--- src/rtl/ifb_pkg.sv ---
// Shared types and default parameters for the instruction fetch buffer.
package ifb_pkg;

  localparam int unsigned IFB_INST_W   = 16;
  localparam int unsigned IFB_LINE_N   = 4;
  localparam int unsigned IFB_FETCH_N  = 4;
  localparam int unsigned IFB_ADDR_W   = 16;
  localparam int unsigned IFB_RESET_PC = 0;
  localparam int unsigned IFB_STALL_W  = 16;

  typedef enum logic {
    FILL   = 1'b0,
    STREAM = 1'b1
  } ifb_state_e;

endpackage

--- src/rtl/ifb_align.sv ---
// Combinational lane selector: builds the FETCH_N-wide window starting at
// lane 'lane' of line0, spilling into line1 when the window crosses a line.
module ifb_align
  import ifb_pkg::*;
#(
  parameter int unsigned INST_W  = IFB_INST_W,
  parameter int unsigned LINE_N  = IFB_LINE_N,
  parameter int unsigned FETCH_N = IFB_FETCH_N
) (
  input  logic [$clog2(LINE_N)-1:0]  lane,
  input  logic [LINE_N*INST_W-1:0]   line0,
  input  logic [LINE_N*INST_W-1:0]   line1,
  output logic [FETCH_N*INST_W-1:0]  inst_c
);

  // Lane 0 and slot 0 both live in the MSBs; the sum never exceeds 2*LINE_N-2.
  always_comb begin
    inst_c = '0;
    for (int k = 0; k < int'(FETCH_N); k++) begin
      if (int'(lane) + k < int'(LINE_N)) begin
        inst_c[(int'(FETCH_N) - 1 - k) * int'(INST_W) +: INST_W] =
          line0[(int'(LINE_N) - 1 - (int'(lane) + k)) * int'(INST_W) +: INST_W];
      end else begin
        inst_c[(int'(FETCH_N) - 1 - k) * int'(INST_W) +: INST_W] =
          line1[(2 * int'(LINE_N) - 1 - (int'(lane) + k)) * int'(INST_W) +: INST_W];
      end
    end
  end

endmodule

--- src/rtl/instr_fetch_buffer.sv ---
// Instruction fetch buffer: streams one FETCH_N-instruction window per clock
// from an external two-line-port memory. Define IFB_STALL_CNT_EN for stall_cnt.
module instr_fetch_buffer
  import ifb_pkg::*;
#(
  parameter int unsigned INST_W   = IFB_INST_W,
  parameter int unsigned LINE_N   = IFB_LINE_N,
  parameter int unsigned FETCH_N  = IFB_FETCH_N,
  parameter int unsigned ADDR_W   = IFB_ADDR_W,
  parameter int unsigned RESET_PC = IFB_RESET_PC
) (
  input  logic                                  clk,
  input  logic                                  rst_n,
  output logic [ADDR_W-$clog2(LINE_N)-1:0]      mem_addr0,
  output logic [ADDR_W-$clog2(LINE_N)-1:0]      mem_addr1,
  input  logic [LINE_N*INST_W-1:0]              mem_line0,
  input  logic [LINE_N*INST_W-1:0]              mem_line1,
  input  logic                                  redirect_valid,
  input  logic [ADDR_W-1:0]                     redirect_pc,
  output logic [FETCH_N*INST_W-1:0]             inst,
  output logic [ADDR_W-1:0]                     out_pc,
  output logic                                  out_valid,
  input  logic                                  out_ready,
  input  logic [$clog2(FETCH_N+1)-1:0]          adv
`ifdef IFB_STALL_CNT_EN
  ,
  output logic [IFB_STALL_W-1:0]                stall_cnt
`endif
);

  localparam int unsigned LANE_W = $clog2(LINE_N);
  localparam int unsigned ADV_W  = $clog2(FETCH_N + 1);
  localparam int unsigned WIN_W  = FETCH_N * INST_W;

  ifb_state_e          state_q, state_d;
  logic [ADDR_W-1:0]   pc_q, pc_d, pc_end;
  logic [WIN_W-1:0]    hold_q, hold_d, align_c;
  logic                holding_q, holding_d;
  logic [ADV_W-1:0]    adv_clamp;
  logic                xfer;

  assign out_valid = (state_q == STREAM);
  assign xfer      = out_valid && out_ready;
  assign adv_clamp = (adv > ADV_W'(FETCH_N)) ? ADV_W'(FETCH_N) : adv;

  ifb_align #(
    .INST_W  (INST_W),
    .LINE_N  (LINE_N),
    .FETCH_N (FETCH_N)
  ) u_align (
    .lane   (pc_q[LANE_W-1:0]),
    .line0  (mem_line0),
    .line1  (mem_line1),
    .inst_c (align_c)
  );

  // Next-PC drives the memory address so data lines up with pc_q next cycle.
  always_comb begin
    state_d   = state_q;
    pc_d      = pc_q;
    hold_d    = hold_q;
    holding_d = holding_q;
    if (!rst_n) begin
      pc_d = ADDR_W'(RESET_PC);
    end else if (redirect_valid) begin
      state_d   = FILL;
      pc_d      = redirect_pc;
      holding_d = 1'b0;
    end else if (state_q == FILL) begin
      state_d = STREAM;
    end else if (xfer) begin
      pc_d      = pc_q + ADDR_W'(adv_clamp);
      holding_d = 1'b0;
    end else if (!holding_q) begin
      hold_d    = align_c;
      holding_d = 1'b1;
    end
  end

  assign pc_end    = pc_d + ADDR_W'(FETCH_N - 1);
  assign mem_addr0 = pc_d[ADDR_W-1:LANE_W];
  assign mem_addr1 = pc_end[ADDR_W-1:LANE_W];
  assign inst      = holding_q ? hold_q : align_c;
  assign out_pc    = pc_q;

  always_ff @(posedge clk) begin
    if (!rst_n) begin
      state_q   <= FILL;
      pc_q      <= ADDR_W'(RESET_PC);
      hold_q    <= '0;
      holding_q <= 1'b0;
    end else begin
      state_q   <= state_d;
      pc_q      <= pc_d;
      hold_q    <= hold_d;
      holding_q <= holding_d;
    end
  end

`ifdef IFB_STALL_CNT_EN
  logic [IFB_STALL_W-1:0] stall_cnt_q, stall_cnt_d;

  // Saturating count of presented-but-not-accepted cycles.
  always_comb begin
    stall_cnt_d = stall_cnt_q;
    if (out_valid && !out_ready && (stall_cnt_q != '1)) begin
      stall_cnt_d = stall_cnt_q + IFB_STALL_W'(1);
    end
  end

  always_ff @(posedge clk) begin
    if (!rst_n) begin
      stall_cnt_q <= '0;
    end else begin
      stall_cnt_q <= stall_cnt_d;
    end
  end

  assign stall_cnt = stall_cnt_q;
`endif

endmodule

--- config.mk ---
export PLATFORM = sky130hd
export DESIGN_NAME = instr_fetch_buffer
export DESIGN_NICKNAME = d
export VERILOG_FILES = /design/src/rtl/ifb_pkg.sv /design/src/rtl/ifb_align.sv /design/src/rtl/instr_fetch_buffer.sv
export SDC_FILE = /design/constraint.sdc
export NUM_CORES = 1
export LEC_CHECK = 0
export CAP_MARGIN = 0
export CORE_UTILIZATION = 50
export DETAILED_ROUTE_END_ITERATION = 12
export GPL_TIMING_DRIVEN = 0
export MAX_ROUTING_LAYER = met4
export PLACE_DENSITY = 0.88
export SLEW_MARGIN = 25
export SYNTH_ARGS = -nofsm -noshare
export SYNTH_HDL_FRONTEND = slang
export SYNTH_SLANG_ARGS = --single-unit
--- constraint.sdc ---
create_clock -name clk -period 10.5 [get_ports clk]
set_clock_uncertainty 0.1 [all_clocks]
set_input_delay 2.625 -clock clk [delete_from_list [all_inputs] [get_ports clk]]
set_output_delay 2.625 -clock clk [all_outputs]
set_load 0.02 [all_outputs]
==> reports/metrics.yaml, run 1 <==
crit_fanout: 6
yosysTopAreaCellShare: 0.297
fillCellCount: 1002
grt_setup_unrepaired: "no"
critPathArrivalTime_ns: 6.66
period_share: 0.894
r2r_cells: 13
ys_ff_latch: 82
status: "finished clean"
synth_compound_area_frac: 0.109
slew_headroom: 0.338
routed-via-count: 7537
synth_most_common_cell: "nand2_1"
tightest_slew_ns: 0.994
drtIter0Drc: 733
track_usage: 0.384
clock_latency_ns: 0.35
yosysWarningCount: 0
worstHoldPathType: "reg -> reg"
fmaxAchievable_ghz: 0.107
cts_inserted_buffers: 9
via_per_inst: 6.44
final_antenna_net_count: 0
crit_type: "in -> out"
syn_nets: 875
muxShareOfSynthArea: 0.437
dp_slack_ns: 1.09
synthAdderAreaFrac: 0.0114
cts.htree.levels: 3
synth_cell_type_count: 49
clk_pin_slew_ns: 0.06
coreArea_sq_um: 14000
antenna_found_initial: 1
worstPathRequired_ns: 7.78
place_congestion: 0.959
portBuffers: 258
power-per-cell-area_nw_per_um2: 116
hpwl_um: 21300
async_reset_ff_frac: 0
p_leak_nw: 3.49
synthCells: 718
endpoint_kind: "output pin"
clockBufferDepth: 2
synth_top_family_by_area: "multiplexers"
postCtsSetupBuffers: 0
finalWorstSetupSlack_ns: 1.11
route.detailed.drc: 0
cts_hold_buf: 0
grt_pass1_wl_um: 40500
hold_depth: 2
grt_overflow: 0
cts_root_buf: "clkbuf_16"
cts_sinks: 82
seq_area_frac_synth: 0.226
vdd_drop_max_mv: 0.0849
finalSetupViolCount: 0
cts_tree: "done"
start_util: 0.518
synth_commonest_cells: "nand2_1, mux4_2, dfxtp_1, mux2i_1, o21ai_0"
layout-area-overhead-vs-synth_pct: 43.0
layout-drive-gt1-share: 0.184
fin_crit_ns: 9.39
nets: 1144
wl_per_cell_um: 23.8
grt_max_degree: 13
synth.largest_area_cell: "mux4_2"
syn_avg_cell_area_sq_um: 10.1
maxSlewViolCount: 0
die_area_sq_um: 15000
ys.flop_type: "dfxtp_1"
synth_xor_area_frac: 0.0205
setup_tns_ns: 0
synth-edff-count: 0
worstSetupStartpointType: "primary input"
cts_resized: 0
grt_pass1_vias: 7309
ioPinCount: 260
multiInputGateArea_sq_um: 5200
dr.pass1.iters: 5
routed_wl_um: 27800
ys_top_cells_by_area: "mux4_2, dfxtp_1, mux2i_1"
synthSimpleGateAreaFrac: 0.138
die_h_um: 123
maxCapViolCount: 0
ff_latch_area_sq_um: 1640
syn_area_sq_um: 7270
hold_viol_final: 0
fp.dieW_um: 123
fp-row-count: 43
## through the flow
step	util	power, mW	instances	instance area [sq um]	hold WS, ns
finish	0.740	1.21	1171	10400	0.362
global route	0.740	1.24	1171	10400	0.385
CTS	0.739	1.20	1170	10400	0.361
detailed placement	0.718	0.857	1156	10100	0.353
global placement	0.718	0.853	1156	10100	0.346
floorplan	-	0.615	718	7270	0.340
## sequential cells by signal, indices dropped and copies added (netlist names)
name,flops
holding_q,1
out_pc,16
hold_q,64
out_valid,1
## worst max-delay path, cell delays in order
cell	delay (ns)
clkdlybuf4s50_1	0.49
nor2b_1	0.25
ha_1	0.24
inv_1	0.07
fa_1	0.47
nand4b_1	0.16
a31oi_1	0.10
or3_4	0.41
a2111oi_4	0.56
nand4_4	0.22
nor4_2	0.28
xor2_1	0.16
clkdlybuf4s50_1	0.62
## cells in the final DEF, fill, tap and decap left out, types with 4 or more instances in the layout
master,synthesis,final
clkbuf_1,34,35
and2_1,8,8
mux2_2,32,32
o21ai_0,47,47
nor2b_1,34,34
nand2_1,117,117
buf_1,16,13
nor2_1,10,10
clkdlybuf4s50_1,0,258
clkbuf_16,0,9
a31oi_1,10,10
mux2i_1,65,65
inv_1,18,18
buf_4,14,14
dfxtp_1,82,82
buf_2,13,13
nand3_1,6,6
ha_1,5,5
xor2_1,7,7
mux4_2,96,96
a21boi_0,35,35
o211ai_1,5,5
xnor2_1,10,10
or3_1,4,4
a21oi_1,8,8
nand2b_1,7,7
## routing by layer
| metal | track usage | share of wire | wire length, um | vias to the layer above |
|---|---|---|---|---|
| met5 | - | 0 | 0 | - |
| met3 | 0.133 | 0.15 | 4060 | 98 |
| met1 | 0.455 | 0.35 | 9800 | 3581 |
| met4 | 0.197 | 0.043 | 1200 | 0 |
| met2 | 0.575 | 0.46 | 12800 | 650 |
| li1 | - | - | - | 3208 |
## where the power goes
group	internal (mW)	leakage, nW	switching, mW	total (mW)
Combinational	0.265	2.67	0.269	0.533
Clock	0.212	0.151	0.132	0.344
Sequential	0.322	0.667	0.00878	0.331
Total	0.799	3.49	0.410	1.21
## logic make-up after synthesis
group	after synthesis
buffers and inverters	95
AOI/OAI and AO/OA	119
DFF	82
muxes	193
adders and majority gates	6
xor gates and xnor gates	17
and+or+nand+nor	206
## area by class of cell
cell class | count | area share
flip-flops and latches | 82 | 0.158
multi-input cells | 541 | 0.501
plain buffers | 77 | 0.0348
repair buffers | 258 | 0.249
well taps | 180 | 0.0217
inverters | 18 | 0.00650
diodes | 1 | 0.000241
clock inverters | 3 | 0.00626
clock buffers | 11 | 0.0234
## final timing paths
kind / start / to / slack [ns]
max: adv[2] / mem_addr1[13] / 1.11
min: hold_q[21]$_SDFFE_PN0P_ / hold_q[21]$_SDFFE_PN0P_ / 0.36
max reg2reg: out_pc[0]$_SDFF_PN0_ / hold_q[1]$_SDFFE_PN0P_ / 4.99
min reg2reg: hold_q[21]$_SDFFE_PN0P_ / hold_q[21]$_SDFFE_PN0P_ / 0.36
(Power assumes the default switching activity.)
==> run 2: changes to the inputs <==
Settings changed: CORE_UTILIZATION 50 to 46, PLACE_DENSITY 0.88 to 0.82.
Clock period 10.5 ns to 10.75 ns, I/O delays scaled along.
==> reports/metrics.yaml, run 2 (synthesized netlist as in run 1, its figures left out) <==
status: "finished clean"
track_usage: 0.358  # -0.0255
wl_per_cell_um: 23.5  # -1.3%
setup_tns_ns: 0  # unchanged
tightest_slew_ns: 0.997  # +0.00325 ns
layout-area-overhead-vs-synth_pct: 43.3
slowest_delay_ns: 0.83  # +0.21 ns
postCtsSetupBuffers: 0  # unchanged
finalSetupViolCount: 0  # unchanged
cts_resized: 0  # unchanged
fmaxAchievable_ghz: 0.107
routed_wl_um: 28300  # +1.6%
via_per_inst: 6.08  # -5.6%
nets: 1144  # unchanged
routed-via-count: 7330  # -2.7%
vdd_drop_max_mv: 0.0862  # +1.6%
mostFrequentLayoutCells: "clkdlybuf4s50_1, nand2_1, mux4_2"
dr.pass1.iters: 5  # unchanged
endpoint_kind: "output pin"
worstHoldPathType: "reg -> reg"
period_share: 0.868
die_area_sq_um: 16300  # +8.6%
layout_commonest_cell: "clkdlybuf4s50_1"
critPathArrivalTime_ns: 6.54  # -0.12 ns
fin_area_sq_um: 10400  # +0.28%
cts_sinks: 82  # unchanged
portBuffers: 258  # unchanged
reg2reg_to: "hold_q[2]$_SDFFE_PN0P_"
worstSetupStartpointType: "primary input"
die_h_um: 128  # +4.2%
coreArea_sq_um: 15300  # +9.1%
fp-row-count: 45  # +4.7%
grt_setup_unrepaired: "no"
crit_type: "in -> out"
layout-drive-gt1-share: 0.186  # +0.00265
cts_inserted_buffers: 9  # unchanged
ff_latch_area_sq_um: 1640  # unchanged
grt_pass1_vias: 7254  # -0.75%
hold_viol_final: 0  # unchanged
power-per-cell-area_nw_per_um2: 111  # -4.9%
placed_cell_area_sq_um: 10100  # +0.39%
cts_hold_buf: 0  # unchanged
slew_headroom: 0.327  # -0.0106
path_cells: "clkdlybuf4s50_1 -> nor2b_1 -> ha_1 -> inv_1 -> fa_1 -> nand2b_1 -> a21oi_1 -> a31oi_1 -> o311ai_0 -> inv_1 -> nand2_1 -> nor3_1 -> xnor2_1 -> clkdlybuf4s50_1"
holdWs_ns: 0.362  # -0.000519 ns
fin_crit_ns: 9.33
r2r_cells: 13  # unchanged
final_antenna_net_count: 0  # unchanged
cp_slowest_cell: "o311ai_0"
clockBufferDepth: 2  # unchanged
ioPinCount: 260  # unchanged
rrSetupSlack_ns: 5.19  # +0.20 ns
grt_overflow: 0  # unchanged
hold-path-endpoint: "hold_q[55]$_SDFFE_PN0P_"
hpwl_um: 21800  # +2.3%
crit_fanout: 6  # unchanged
p_leak_nw: 3.48  # -0.33%
largest_reg_flops: 64  # unchanged
maxSlewViolCount: 0  # unchanged
worstPathRequired_ns: 7.96  # +0.18 ns
fillCellCount: 1202  # +20%
hp-start: "hold_q[55]$_SDFFE_PN0P_"
hold_depth: 2  # unchanged
top_register: "hold_q"
place_congestion: 0.926  # -3.5%
multiInputGateArea_sq_um: 5200  # unchanged
cts_tree: "done"
cts.htree.levels: 3  # unchanged
cts_root_buf: "clkbuf_16"
drtIter0Drc: 737  # +0.55%
maxCapViolCount: 0  # unchanged
start_util: 0.475  # -0.0430
grt_pass1_wl_um: 41800  # +3.2%
clk_pin_slew_ns: 0.07  # about the same
antenna_found_initial: 2  # +1
startpoint: "adv[2]"
grt_max_degree: 18  # +5
r2r_start: "out_pc[0]$_SDFF_PN0_"
fp.dieW_um: 128  # +4.2%
clock_latency_ns: 0.35  # about the same
route.detailed.drc: 0  # unchanged
==> run 2: final cells by class <==
type,instances,share of cell area
diodes,3,0.000721
plain buffers,77,0.0347
clock buffers,9,0.0216
clock inverters,7,0.00648
inverters,18,0.00648
multi-input cells,541,0.499
flip-flops and latches,82,0.158
well taps,211,0.0253
repair buffers,258,0.248
==> run 2: how the worst max path moves through the flow <==
stage | endpoint | cells after the start | slack [ns]
finish | mem_addr1[12] | 14 | 1.42
global placement | mem_addr1[12] | 14 | 1.43
global route | mem_addr1[12] | 14 | 1.11
CTS | mem_addr1[12] | 14 | 1.41
floorplan | mem_addr1[13] | 11 | 2.58
detailed placement | mem_addr1[13] | 14 | 1.45
==> run 2: critical path: cells and delay by family <==
kind                     cells  cell delay [ns]
AND/OR/NAND/NOR              4             0.60
buffers and inverters        4             1.27
adder cells (fa/ha/maj)      2             0.56
AO/OA/AOI/OAI                3             1.28
XOR/XNOR                     1             0.14
==> run 2: power by group <==
group | internal [mW] | switching [mW] | leakage [nW]
combinational | 0.259 | 0.261 | 2.67
sequential | 0.314 | 0.00844 | 0.667
clock | 0.163 | 0.148 | 0.141
==> run 2: layer usage <==
layer	vias up	routed length, um	GRT usage
li1	3218	-	-
met1	3505	10600	0.424
met2	531	13200	0.563
met3	76	3270	0.104
met4	0	1230	0.170
met5	-	0	-
==> run 2: metrics by stage <==
stage	util	total power, mW	setup slack [ns]	cells
CTS	0.680	1.15	1.41	1203
detailed placement	0.660	0.839	1.45	1187
global placement	0.660	0.834	1.43	1187
finish	0.680	1.15	1.42	1206
global route	0.680	1.19	1.11	1206
floorplan	-	0.601	2.58	718
